==> src/rtl/burst_reader_if.sv <==
// burst_bus_if: burst memory bus shared by the octet burst reader and writer.
// One clock travels with the bus. The master drives cmd/cmd_en/addr/wr_data/
// data_mask; the memory side answers with ready (command accepted) and a stream
// of rd_data words qualified by rd_data_valid.
interface burst_bus_if (
  input logic clk
);
  logic [2:0]  cmd;
  logic        cmd_en;
  logic [20:0] addr;
  logic [63:0] wr_data;
  logic [7:0]  data_mask;
  logic        ready;
  logic [63:0] rd_data;
  logic        rd_data_valid;

  modport master (
    input  clk, ready, rd_data, rd_data_valid,
    output cmd, cmd_en, addr, wr_data, data_mask
  );

  modport slave (
    input  clk, cmd, cmd_en, addr, wr_data, data_mask,
    output ready, rd_data, rd_data_valid
  );
endinterface

==> src/rtl/burst_reader.sv <==
// burst_reader: streams a linear memory region out as octets.
// Memory is fetched in 4x64-bit read bursts into a two-slot ping-pong buffer,
// so one burst is prefetched while the other drains to the consumer.
// Ports:
//   mem        burst_bus_if.master, carries the single clock (mem.clk)
//   reset      asynchronous active-low reset
//   enable     1 = new bursts may be requested
//   restart    one-cycle pulse: flush both slots, reload START_ADDR
//   out_data   current octet (registered)
//   out_valid  out_data is valid (registered)
//   out_ready  consumer accepts out_data when out_valid && out_ready
// Optional feature: define BURST_READER_WRAP_EN to reload START_ADDR after the
// burst at WRAP_ADDR completes; otherwise the address free-runs (21-bit wrap).
module burst_reader #(
  parameter logic [20:0] START_ADDR = 21'h000500,
  parameter logic [20:0] ADDR_STEP  = 21'd16,
  parameter logic [20:0] WRAP_ADDR  = 21'h001FF0
) (
  burst_bus_if.master mem,
  input  logic        reset,
  input  logic        enable,
  input  logic        restart,
  output logic [7:0]  out_data,
  output logic        out_valid,
  input  logic        out_ready
);

  typedef enum logic [1:0] {
    ST_IDLE = 2'd0,
    ST_REQ  = 2'd1,
    ST_RECV = 2'd2
  } state_t;

  state_t                 state_r, state_next_s;
  logic                   cmd_en_r, cmd_en_next_s;
  logic [1:0][3:0][63:0]  slot_r, slot_next_s;
  logic [1:0]             full_r, full_next_s;
  logic                   fill_sel_r, fill_sel_next_s;
  logic [1:0]             word_cnt_r, word_cnt_next_s;
  logic                   drain_sel_r, drain_sel_next_s;
  logic [4:0]             drain_idx_r, drain_idx_next_s;  // {word[1:0], byte[2:0]}
  logic                   discard_r, discard_next_s;
  logic [20:0]            addr_r, addr_next_s;
  logic [7:0]             out_data_r, out_data_next_s;
  logic                   out_valid_r, out_valid_next_s;
  logic [63:0]            cur_word_s;
  logic                   burst_done_s;
  logic                   drop_s;

  // Byte 0 of a word is its most significant octet.
  function automatic logic [7:0] pick_byte(input logic [63:0] word, input logic [2:0] idx);
    logic [63:0] shifted;
    shifted = word >> {3'd7 - idx, 3'b000};
    return shifted[7:0];
  endfunction

  function automatic logic [20:0] advance_addr(input logic [20:0] a);
`ifdef BURST_READER_WRAP_EN
    if (a == WRAP_ADDR) begin
      return START_ADDR;
    end else begin
      return a + ADDR_STEP;
    end
`else
    return a + ADDR_STEP;
`endif
  endfunction

`ifndef BURST_READER_WRAP_EN
  logic unused_wrap_s;
  assign unused_wrap_s = ^WRAP_ADDR;
`endif

  assign mem.cmd       = 3'd0;
  assign mem.data_mask = 8'd0;
  assign mem.wr_data   = 64'd0;
  assign mem.cmd_en    = cmd_en_r;
  assign mem.addr      = addr_r;
  assign out_data      = out_data_r;
  assign out_valid     = out_valid_r;

  assign burst_done_s = (state_r == ST_RECV) && mem.rd_data_valid && (word_cnt_r == 2'd3);
  // A burst is thrown away if a restart arrived while it was in flight, or arrives now.
  assign drop_s       = discard_r || restart;

  // FSM state register and registered command strobe
  always_ff @(posedge mem.clk or negedge reset) begin
    if (!reset) begin
      state_r  <= ST_IDLE;
      cmd_en_r <= 1'b0;
    end else begin
      state_r  <= state_next_s;
      cmd_en_r <= cmd_en_next_s;
    end
  end

  // FSM next-state logic
  always_comb begin
    state_next_s = state_r;
    case (state_r)
      ST_IDLE: begin
        if (enable && !full_r[fill_sel_r] && !restart) begin
          state_next_s = ST_REQ;
        end else begin
          state_next_s = ST_IDLE;
        end
      end
      ST_REQ: begin
        // A request is never withdrawn once issued.
        if (mem.ready) begin
          state_next_s = ST_RECV;
        end else begin
          state_next_s = ST_REQ;
        end
      end
      ST_RECV: begin
        if (burst_done_s) begin
          state_next_s = ST_IDLE;
        end else begin
          state_next_s = ST_RECV;
        end
      end
      default: state_next_s = ST_IDLE;
    endcase
  end

  // FSM output logic: command strobe is high for the whole REQ state
  always_comb begin
    cmd_en_next_s = 1'b0;
    if (state_next_s == ST_REQ) begin
      cmd_en_next_s = 1'b1;
    end else begin
      cmd_en_next_s = 1'b0;
    end
  end

  // Buffer fill, drain and restart bookkeeping
  always_comb begin
    slot_next_s      = slot_r;
    full_next_s      = full_r;
    fill_sel_next_s  = fill_sel_r;
    word_cnt_next_s  = word_cnt_r;
    drain_sel_next_s = drain_sel_r;
    drain_idx_next_s = drain_idx_r;
    discard_next_s   = discard_r;
    addr_next_s      = addr_r;

    if ((state_r == ST_RECV) && mem.rd_data_valid) begin
      word_cnt_next_s = word_cnt_r + 2'd1;
      if (!drop_s) begin
        slot_next_s[fill_sel_r][word_cnt_r] = mem.rd_data;
      end else begin
        slot_next_s = slot_r;
      end
      if (word_cnt_r == 2'd3) begin
        discard_next_s = 1'b0;
        if (drop_s) begin
          addr_next_s = START_ADDR;
        end else begin
          full_next_s[fill_sel_r] = 1'b1;
          fill_sel_next_s         = ~fill_sel_r;
          addr_next_s             = advance_addr(addr_r);
        end
      end else begin
        discard_next_s = discard_r;
      end
    end else begin
      word_cnt_next_s = word_cnt_r;
    end

    // fill_sel differs from drain_sel whenever both are active, so the
    // full flags touched here and above never coincide.
    if (out_valid_r && out_ready) begin
      drain_idx_next_s = drain_idx_r + 5'd1;
      if (drain_idx_r == 5'd31) begin
        full_next_s[drain_sel_r] = 1'b0;
        drain_sel_next_s         = ~drain_sel_r;
      end else begin
        drain_sel_next_s = drain_sel_r;
      end
    end else begin
      drain_idx_next_s = drain_idx_r;
    end

    if (restart) begin
      full_next_s      = 2'b00;
      fill_sel_next_s  = 1'b0;
      drain_sel_next_s = 1'b0;
      drain_idx_next_s = 5'd0;
      if (state_r == ST_IDLE) begin
        addr_next_s    = START_ADDR;
        discard_next_s = 1'b0;
      end else if (!burst_done_s) begin
        // In-flight burst runs to completion; its address reload happens then.
        discard_next_s = 1'b1;
      end else begin
        discard_next_s = 1'b0;
      end
    end else begin
      full_next_s = full_next_s;
    end
  end

  // Registered octet output, derived from the post-update buffer state
  always_comb begin
    out_valid_next_s = full_next_s[drain_sel_next_s];
    cur_word_s       = slot_next_s[drain_sel_next_s][drain_idx_next_s[4:3]];
    if (out_valid_next_s) begin
      out_data_next_s = pick_byte(cur_word_s, drain_idx_next_s[2:0]);
    end else begin
      out_data_next_s = out_data_r;
    end
  end

  // Datapath registers
  always_ff @(posedge mem.clk or negedge reset) begin
    if (!reset) begin
      slot_r      <= '0;
      full_r      <= 2'b00;
      fill_sel_r  <= 1'b0;
      word_cnt_r  <= 2'd0;
      drain_sel_r <= 1'b0;
      drain_idx_r <= 5'd0;
      discard_r   <= 1'b0;
      addr_r      <= START_ADDR;
      out_data_r  <= 8'd0;
      out_valid_r <= 1'b0;
    end else begin
      slot_r      <= slot_next_s;
      full_r      <= full_next_s;
      fill_sel_r  <= fill_sel_next_s;
      word_cnt_r  <= word_cnt_next_s;
      drain_sel_r <= drain_sel_next_s;
      drain_idx_r <= drain_idx_next_s;
      discard_r   <= discard_next_s;
      addr_r      <= addr_next_s;
      out_data_r  <= out_data_next_s;
      out_valid_r <= out_valid_next_s;
    end
  end

endmodule

==> src/flat_wrapper.sv <==
// flat-port wrapper written by rule: the top's interface ports become plain ports
module burst_reader_flat 
#(
  parameter logic [20:0] START_ADDR = 21'h000500,
  parameter logic [20:0] ADDR_STEP  = 21'd16,
  parameter logic [20:0] WRAP_ADDR  = 21'h001FF0
)
  (reset, enable, restart, out_data, out_valid, out_ready, clk, mem_ready, mem_rd_data, mem_rd_data_valid, mem_cmd, mem_cmd_en, mem_addr, mem_wr_data, mem_data_mask);
  burst_bus_if mem_i (.clk(clk));
  input  logic reset;
  input  logic enable;
  input  logic restart;
  output logic [7:0] out_data;
  output logic out_valid;
  input  logic out_ready;
  input wire logic clk;
  input wire logic [$bits(mem_i.ready)-1:0] mem_ready;
  input wire logic [$bits(mem_i.rd_data)-1:0] mem_rd_data;
  input wire logic [$bits(mem_i.rd_data_valid)-1:0] mem_rd_data_valid;
  output wire logic [$bits(mem_i.cmd)-1:0] mem_cmd;
  output wire logic [$bits(mem_i.cmd_en)-1:0] mem_cmd_en;
  output wire logic [$bits(mem_i.addr)-1:0] mem_addr;
  output wire logic [$bits(mem_i.wr_data)-1:0] mem_wr_data;
  output wire logic [$bits(mem_i.data_mask)-1:0] mem_data_mask;
  assign mem_i.ready = mem_ready;
  assign mem_i.rd_data = mem_rd_data;
  assign mem_i.rd_data_valid = mem_rd_data_valid;
  assign mem_cmd = mem_i.cmd;
  assign mem_cmd_en = mem_i.cmd_en;
  assign mem_addr = mem_i.addr;
  assign mem_wr_data = mem_i.wr_data;
  assign mem_data_mask = mem_i.data_mask;
  burst_reader #(.START_ADDR(START_ADDR), .ADDR_STEP(ADDR_STEP), .WRAP_ADDR(WRAP_ADDR)) u_core (.mem(mem_i), .reset(reset), .enable(enable), .restart(restart), .out_data(out_data), .out_valid(out_valid), .out_ready(out_ready));
endmodule
==> config.mk <==
export PLATFORM = sky130hd
export DESIGN_NAME = burst_reader_flat
export DESIGN_NICKNAME = d
export VERILOG_FILES = /design/src/rtl/burst_reader_if.sv /design/src/rtl/burst_reader.sv /design/src/flat_wrapper.sv
export SDC_FILE = /design/constraint.sdc
export NUM_CORES = 1
export LEC_CHECK = 0
export ABC_AREA = 1
export BUFFER_PORTS_ARGS = -buffer_cell sky130_fd_sc_hd__buf_2
export CELL_PAD_IN_SITES_DETAIL_PLACEMENT = 1
export CELL_PAD_IN_SITES_GLOBAL_PLACEMENT = 1
export CORE_MARGIN = 1
export CORE_UTILIZATION = 49
export CTS_CLUSTER_SIZE = 25
export DETAILED_ROUTE_END_ITERATION = 12
export PLACE_DENSITY_LB_ADDON = 0.05
export SYNTH_ARGS = -nofsm -noshare
export SYNTH_HDL_FRONTEND = slang
export SYNTH_SLANG_ARGS = --single-unit
==> constraint.sdc <==
create_clock -name clk -period 5.7 [get_ports clk]
set_input_delay 0.285 -clock clk [delete_from_list [all_inputs] [get_ports clk]]
set_output_delay 0.285 -clock clk [all_outputs]
set_load 0.05 [all_outputs]
==> qor.txt, run 1 <==
Outcome: complete, no violations
Final hold violation count: 0
Most frequent CP cell: nand3_1
Die area: 0.0596 mm²
Fin. max-slew vios: 0
Chip Height: 244 µm
Die width: 244 µm
Clock transition at the registers of the reported paths: 0.06 ns
Worst-path fanout max: 103
Fraction of layout instances using a drive strength above 1: 0.0774
Vias in the first global route: 29300
Drt initial violations: 2240
Met2 GRT Util: 0.609
Rel. slew slack: 0.237
DRC: 0
Nets: 3712
Core outline area: 0.0578 mm²
Total grt overflow: 0
Seq/Total Area, Yosys: 0.485
Largest area contributor in the netlist: dfrtp_1
P&R area growth vs syn: 8.12%
Top post-synthesis cells by area: dfrtp_1 48%, nand3_1 25%, nand2_1 15%
CTS tree: built
RSZ-0062 raised after global routing: false
Post-synthesis register bit count: 557
Busiest grt layer: met2
Reg2Reg Setup Slack: 1.77 ns
Largest net degree at the start of global routing: 170
Crit-path max cell delay: 0.62 ns
IO Count: 177
Worst Path Arrival: 4.43 ns
Ys Warns: 0
Comb power frac: 0.233
Endpoints failing setup: 0
H-tree depth: 3
Power density cells: 383 mW/mm²
RePlAce Congestion: 0.854
Mapped Cells: 3725
Total wire length: 109 mm
Worst-path cell chain: ha_1 > inv_1 > nor3_1 > ha_1 > nand4_1 > nand2_1 > nand2_4 > inv_8 > buf_4 > nand3_1 > nand3_1 > nand3_1 > nand3_1 > nand3_1 > nand3_1 > nand2_1 > nand2_1 > nand2_1
CTS root buffer: clkbuf_16
Initial Utilization: 0.497
Peak supply drop: 0.000241 V
Setup TNS Final: 0 ns
Cts bufs inserted: 66
Synthesized area: 0.0287 mm²
Share of total power in the clock network: 0.362
CP top delay family: simple AND/OR/NAND/NOR gates
Clock skew: 0.0164 ns
Required @ worst endpoint: 6.20 ns
Buf/Inv on CP: 3
Initial antenna violation count: 6
Area fraction of the dominant cell type after synthesis: 0.484
Placed cell count: 4323
HPWL after DPL: 63.1 mm
Least-Margin Pin Slew: 1.14 ns
Post-route clock period utilization: 0.689
Cts repair resizes: 0
Hold Crit Class: primary input to register
Row Count: 88
Switch Pwr: 4010 µW
Fin cells: 4450
Fmax achieved: 255 MHz
Synth cell types: 38
CP max stage cell: inv_8
CP Launch Type: register
Reg power frac: 0.406
Int Power: 7870 µW
Leak: 0.0170 µW
Total number of clock tree sinks: 557
Switching share of power: 0.338
I/O Buffers: 101
Max Buffers Root-to-Sink: 3
Vias per cell: 6.21
Max Cap Violations: 0
First-pass GRT wire length: 171 mm
GR Util met1: 0.482
GR met3 Demand/Resource: 0.0532
Via Count: 27600
Tmin final: 3.93 ns
Critical path type: register to register
Clock Latency Late Sink: 0.62 ns
Routed Antenna Nets: 0
Mapped Avg Cell Area: 7.71 µm²
Crit. End Element: register
Routed length per instance: 24.6 µm
Filler instances: 7124
First-pass DRT Iterations: 5
GR Util All Layers: 0.369
-- power by group through the flow --
stage / Combinational, µW / Sequential (µW) / Clock [µW]
finish: 2760 / 4820 / 4300
CTS: 2720 / 4820 / 4340
global route: 3010 / 4880 / 4490
detailed placement: 2700 / 4880 / 0
floorplan: 1820 / 4850 / 0
global placement: 2560 / 4850 / 0
-- worst reg2reg max path: stages (launching register included) --
cell	delay [ns]
dfrtp_1	0.42
ha_1	0.18
inv_1	0.07
nor3_1	0.14
ha_1	0.20
nand4_1	0.14
nand2_1	0.13
nand2_4	0.27
inv_8	0.63
buf_4	0.55
nand3_1	0.13
nand3_1	0.10
nand3_1	0.11
nand3_1	0.20
nand3_1	0.22
nand3_1	0.18
nand2_1	0.06
nand2_1	0.06
nand2_1	0.05
-- cells by family (layout without fill, tap and decap cells) --
kind of cell    count (synthesis)  count (layout)  share of synthesized area
simple gates                 2635            2635                      0.410
xor+xnor                        1               1                   0.000305
buf+inv                       458             340                     0.0876
compound gates                 66              66                     0.0137
fa+ha+maj                       7               7                    0.00305
other cells                     1              79                   0.000131
flops                         557             557                      0.485
-- layer usage --
| layer | vias up | routed length [µm] |
|---|---|---|
| li1 | 12100 | - |
| met2 | 997 | 53000 |
| met3 | 247 | 6530 |
| met4 | 0 | 4260 |
| met5 | - | 0 |
| met1 | 14200 | 45600 |
-- cells in the mapped netlist (all sizes together) --
| master | number |
|---|---|
| nor3 | 13 |
| ha | 7 |
| a21oi | 13 |
| o211ai | 7 |
| o31ai | 2 |
| dfrtp | 555 |
| o211a | 1 |
| nor3b | 3 |
| nor2 | 35 |
| conb | 1 |
| nand3 | 1409 |
| xor2 | 1 |
| nand2 | 1169 |
| a211oi | 1 |
| dfstp | 2 |
| clkinv | 2 |
| a32oi | 1 |
| o21ai | 38 |
| inv | 66 |
| nand4 | 6 |
| clkbuf | 91 |
| a31oi | 2 |
| a221oi | 1 |
| buf | 299 |
-- cell type report --
type	instances	area, µm²	share of cell area
multi-input cells	2784	12600	0.407
clock inverters	9	98.8	0.00318
inverters	68	263	0.00846
repair buffers	157	1080	0.0348
flip-flops and latches	557	13900	0.449
clock buffers	106	2070	0.0666
well taps	765	957	0.0308
diodes	4	10.0	0.000322
-- timing repair --
item                      in CTS  in global routing
setup buffers                  0                  0
hold buffers                   8                  0
hold endpoints to repair     113                  0
-- layout by cell type (no fill, tap or decap), types with 2 or more instances in the layout --
cell type	n
buf_4	38
o21ai_1	19
nor2_4	6
nand4_1	6
dfrtp_1	555
o211ai_1	3
buf_12	10
nand3_1	1407
clkbuf_16	71
conb_1	75
nand2_4	9
o31ai_1	2
nor2_1	27
diode_2	4
o211ai_2	4
o21ai_0	18
dlygate4sd3_1	8
nor3b_1	3
clkinv_2	6
nand2_1	1160
ha_1	7
nor2_2	2
dfstp_2	2
a21oi_1	13
bufinv_16	2
buf_2	100
clkbuf_1	19
inv_2	9
nor3_2	3
clkbuf_8	16
inv_1	58
a31oi_1	2
nor3_1	9
nand3_4	2
-- final timing paths --
| kind | endpoint | start | cells after the start |
|---|---|---|---|
| setup / recovery | u_core.out_data[1] | u_core.drain_idx_r[1] | 18 |
| hold / removal | u_core.word_cnt_r[0] | mem_rd_data_valid | 3 |
| setup reg to reg | u_core.out_data[1] | u_core.drain_idx_r[1] | 18 |
| hold reg to reg | u_core.slot_r[29] | u_core.slot_r[29] | 2 |
| max in group asynchronous | u_core.drain_idx_r[4] | reset | 3 |
| min in group asynchronous | u_core.slot_r[343] | reset | 2 |
-- flip-flops by register name, indices dropped and copies added, names as in the netlist --
name / flops
u_core.discard_r: 1
u_core.drain_idx_r: 5
u_core.drain_sel_r: 1
u_core.fill_sel_r: 1
u_core.full_r: 2
u_core.mem.addr: 21
u_core.mem.cmd_en: 1
u_core.out_data: 8
u_core.out_valid: 1
u_core.slot_r: 512
u_core.state_r: 2
u_core.word_cnt_r: 2
-- through the flow --
stage	total power (µW)	worst slack, ns	instance area (µm²)	hold slack (ns)	utilization
6_report	11900	1.77	31100	0.0296	0.537
5_1_grt	12400	1.48	31100	0.0220	0.537
4_1_cts	11900	1.85	31000	0.00435	0.537
3_5_place_dp	7590	1.60	28800	0.441	0.498
3_3_place_gp	7410	1.65	28800	0.440	0.498
2_1_floorplan	6670	3.32	29000	-0.0106	-
Power figures use the tool's default switching activity.
==> inputs of run 2 (changes only) <==
CORE_UTILIZATION = 46   (was 49)
clock period = 4.1 ns   (was 5.7 ns; I/O delays follow)
==> qor.txt, run 2 (same netlist as run 1, synthesis figures left out) <==
Reg-to-Reg Start: u_core.state_r[0]
Total Power: 16800 µW
RR Endpoint: u_core.out_data[1]
H-tree depth: 3
GR Util All Layers: 0.359
I/O Buffers: 101
Largest net degree at the start of global routing: 126
Drt initial violations: 2423
Placed cell count: 4424
Reg2Reg Setup Slack: 0.53 ns
Endpoints failing setup: 0
Outcome: complete, no violations
Die width: 252 µm
Commonest non-fill, non-tap cell in the layout: nand3_1
Met2 GRT Util: 0.595
Post-route clock period utilization: 0.872
CP endpoint: u_core.out_data[1]
Hold Crit Class: primary input to register
Fraction of layout instances using a drive strength above 1: 0.0847
Chip Height: 252 µm
Clock transition at the registers of the reported paths: 0.06 ns
Total number of clock tree sinks: 557
Final worst-path setup slack: 0.526 ns
Nets: 3803
Tmin final: 3.57 ns
Vias per cell: 6.07
Vias in the first global route: 29600
Clock Latency Late Sink: 0.62 ns
CP Launch Type: register
Most flops, register: u_core.slot_r
IO Count: 177
WHS: 0.165 ns
Crit. End Element: register
Routed Antenna Nets: 0
Die area: 0.0634 mm²
# diodes: 0
Fin cells: 4614
Worst r2r path cells: 11
RSZ-0062 raised after global routing: false
Core outline area: 0.0617 mm²
Required @ worst endpoint: 4.60 ns
Max Cap Violations: 0
Row Count: 91
DRC: 0
GR Util met1: 0.475
CTS root buffer: clkbuf_16
Via Count: 28000
Total wire length: 114 mm
HPWL after DPL: 65.0 mm
RePlAce Congestion: 0.830
Fmax achieved: 280 MHz
Fin. max-slew vios: 0
Worst-path fanout max: 14
Least-Margin Pin Slew: 1.03 ns
Post-Place Setup Slack: 0.652 ns
Setup TNS Final: 0 ns
Clock skew: 0.0197 ns
Final hold violation count: 0
Initial Utilization: 0.465
First-pass GRT wire length: 175 mm
Max Buffers Root-to-Sink: 3
Routed length per instance: 24.7 µm
Initial antenna violation count: 2
P&R area growth vs syn: 12.4%
Cts repair resizes: 0
Busiest grt layer: met2
First-pass DRT Iterations: 5
Cts bufs inserted: 66
Worst Path Arrival: 4.07 ns
CTS tree: built
Rel. slew slack: 0.313
Most frequent cells in the layout: 1407 x nand3_1, 1160 x nand2_1, 555 x dfrtp_1
Power density cells: 521 mW/mm²
Critical path type: register to register
Leak: 0.0176 µW
Max reg flops: 512
Peak supply drop: 0.000582 V
Total grt overflow: 0
Critical Path Start: u_core.state_r[0]
GR met3 Demand/Resource: 0.0524
run 2: cell count changes in the layout (fill, tap and decap cells not counted), sizes merged:
cell,delta
buf,+29
clkbuf,+1
clkinv,+5
diode,-4
dlygate4sd3,+62
inv,-1
run 2: routing by layer:
layer,share of wire,vias up
li1,-,12300
met1,0.42,14300
met2,0.48,1100
met3,0.067,270
met4,0.036,4
met5,0.00025,-
run 2: final cells by class:
| cell class | instances | area (µm²) |
|---|---|---|
| multi-input cells | 2784 | 12600 |
| repair buffers | 248 | 2160 |
| fillers | 7629 | 29400 |
| inverters | 68 | 263 |
| clock buffers | 107 | 2110 |
| clock inverters | 13 | 115 |
| well taps | 837 | 1050 |
| flip-flops and latches | 557 | 13900 |
run 2: worst max-delay path, cell delays in order, from the launching register on:
cell,delay [ns]
dfrtp_1,0.37
inv_1,0.17
nand3_4,0.16
nor2_4,0.30
buf_4,0.33
nand2_4,0.09
inv_2,0.45
nor2_1,0.18
o21ai_2,0.71
inv_1,0.43
nand2_1,0.18
nand2_1,0.08
run 2: metrics by stage:
step,util,cell area [µm²]
after CTS,0.523,32300
after floorplan,-,29000
after global placement,0.476,29300
final,0.523,32300
after detailed placement,0.476,29300
after global routing,0.523,32300
run 2: where the power goes:
group | internal, µW | switching, µW | total (µW)
clock | 3650 | 2440 | 6090
sequential | 6400 | 305 | 6700
combinational | 1090 | 2920 | 4010
run 2: worst min-delay path by stage:
stage	from	end	slack [ns]	cells after the start
6_report	restart	u_core.drain_idx_r[1]	0.17	3
5_1_grt	restart	u_core.drain_idx_r[1]	0.17	3
4_1_cts	restart	u_core.drain_idx_r[1]	0.14	3
3_5_place_dp	reset	u_core.slot_r[340]	0.40	1
3_3_place_gp	reset	u_core.slot_r[277]	0.39	1
2_1_floorplan	reset	u_core.discard_r	-0.09	0
run 2: repair_timing:
| action | in CTS | in global routing |
|---|---|---|
| hold buffers | 70 | 0 |
| buffers inserted | 0 | 0 |
| endpoints found under the hold margin | 592 | 0 |
==> inputs of run 3 (changes only) <==
--- a/config.mk
+++ b/config.mk
@@ -15,3 +15,3 @@
 export DETAILED_ROUTE_END_ITERATION = 12
-export PLACE_DENSITY_LB_ADDON = 0.05
+export PLACE_DENSITY = 0.78
 export SYNTH_ARGS = -nofsm -noshare
--- a/constraint.sdc
+++ b/constraint.sdc
@@ -3,2 +3,2 @@
 set_output_delay 0.205 -clock clk [all_outputs]
-set_load 0.05 [all_outputs]
+set_load 0.02 [all_outputs]
==> qor.txt, run 3 (same netlist as run 1, synthesis figures left out) <==
Outcome: complete, no violations
Tmin final: 3.62 ns
Worst Hold Launch: out_ready
Required @ worst endpoint: 4.62 ns
Buf/Inv on CP: 3
CP top delay family: simple AND/OR/NAND/NOR gates
Die area: 0.0634 mm²
Met2 WL post-DR: 55.0 mm
Leak: 0.0175 µW
Clock Latency Late Sink: 0.62 ns
Total grt overflow: 0
Filler instances: 7653
Reg2Reg Setup Slack: 0.48 ns
H-tree depth: 3
Most frequent CP cell: nand3_1
Reg-to-Reg Start: u_core.drain_idx_r[1]
Fin. max-slew vios: 0
Commonest non-fill, non-tap cell in the layout: nand3_1
First-pass DRT Iterations: 6
Least-Margin Pin Slew: 1.16 ns
IO Count: 177
Worst Hold Path EP: u_core.full_r[1]
Met3 wire length: 8.58 mm
Rel. slew slack: 0.228
RSZ-0062 raised after global routing: false
Crit. End Element: register
Hold Crit Class: primary input to register
Max Cap Violations: 0
Final hold violation count: 0
M1 WL: 46.1 mm
GR Util All Layers: 0.365
Largest net degree at the start of global routing: 133
Hold Path Depth: 4
I/O Buffers: 101
Worst-path fanout max: 42
Power density cells: 512 mW/mm²
CTS root buffer: clkbuf_16
Worst-path cell chain: ha_1 > inv_1 > nor3_1 > ha_1 > nand4_1 > nand2_1 > nand2_4 > inv_8 > buf_4 > nand3_1 > nand3_1 > nand3_1 > nand3_1 > nand3_1 > nand3_1 > nand2_1 > nand2_1 > nand2_1
Critical path type: register to register
Die width: 252 µm
Row Count: 91
Total wire length: 115 mm
P&R area growth vs syn: 11.9%
Setup TNS Final: 0 ns
RR Endpoint: u_core.out_data[1]
Chip Height: 252 µm
HPWL after DPL: 65.9 mm
Nets: 3802
Crit-path max cell delay: 0.44 ns
Most flops, register: u_core.slot_r
Postcts setup bufs: 0
Vias in the first global route: 30300
DRC: 0
Vias per cell: 6.19
# diodes: 0
Initial antenna violation count: 1
Cts bufs inserted: 66
Fmax achieved: 276 MHz
Clock skew: 0.0189 ns
CP Launch Type: register
Max Buffers Root-to-Sink: 3
Highest metal used: met5
Clock transition at the registers of the reported paths: 0.06 ns
Initial Utilization: 0.465
Fraction of layout instances using a drive strength above 1: 0.0820
Core outline area: 0.0617 mm²
Routed length per instance: 25.0 µm
Routed Antenna Nets: 0
WHS: 0.0465 ns
First-pass GRT wire length: 178 mm
Worst r2r path cells: 18
Peak supply drop: 0.000515 V
Drt initial violations: 2777
Total number of clock tree sinks: 557
Max reg flops: 512
Most frequent cells in the layout: 1407 x nand3_1, 1160 x nand2_1, 555 x dfrtp_1
CP max stage cell: buf_4
Post-route clock period utilization: 0.884
RePlAce Congestion: 0.834
CTS tree: built
Worst Path Arrival: 4.14 ns
Via Count: 28500
Endpoints failing setup: 0
-- run 3: cell types whose count changed in the layout (fill, tap and decap cells not counted), moves of 2 or more --
cell       delta
clkinv_2      -7
clkbuf_1      +3
clkbuf_8      -3
clkbuf_16     -2
-- run 3: cell type report --
cell class / count / area, µm² / area share
Multi-Input combinational cell: 2784 / 12600 / 0.393
Inverter: 68 / 263 / 0.00817
Tap cell: 837 / 1050 / 0.0326
Sequential cell: 557 / 13900 / 0.434
Timing Repair Buffer: 247 / 2160 / 0.0672
Clock inverter: 7 / 67.6 / 0.00210
Clock buffer: 105 / 2030 / 0.0633
-- run 3: repair_timing --
action / 4_1_cts / 5_1_grt
hold endpoints to repair: 574 / 0
hold buffers: 69 / 0
resized for setup: 0 / 0
-- run 3: through the flow --
step,total power (µW),cell area [µm²],utilization,instances,worst slack [ns]
after global placement,10200,29400,0.476,4424,0.620
after CTS,16400,32100,0.521,4605,0.562
final,16500,32100,0.521,4605,0.477
after global routing,17100,32100,0.521,4605,0.266
after detailed placement,10500,29400,0.476,4424,0.602
after floorplan,9140,29000,-,3799,1.73
-- run 3: per-layer routing --
layer,vias to the layer above,global-route usage
li1,12300,-
met1,14600,0.473
met2,1274,0.598
met3,314,0.0582
met4,2,0.174
met5,-,0
-- run 3: how the worst max path moves through the flow --
stage,start,cells past startpoint,to
after floorplan,u_core.drain_idx_r[0],20,u_core.out_data[0]
after global placement,u_core.drain_idx_r[1],18,u_core.out_data[1]
after detailed placement,u_core.drain_idx_r[1],18,u_core.out_data[1]
after CTS,u_core.drain_idx_r[1],18,u_core.out_data[1]
after global routing,u_core.state_r[0],14,u_core.out_data[5]
final,u_core.drain_idx_r[1],18,u_core.out_data[1]
-- run 3: worst min-delay path: cells and delay by family --
| family | cells | cell delay (ns) |
|---|---|---|
| AO/OA/AOI/OAI | 1 | 0.08 |
| buffers and inverters | 1 | 0.12 |
| AND/OR/NAND/NOR | 2 | 0.20 |
-- run 3: power by group --
group,internal [µW],switching [µW],leakage (µW)
Clock,3450,2410,0.00103
Sequential,6400,317,0.00763
Combinational,1080,2790,0.00882
Total,10900,5520,0.0175
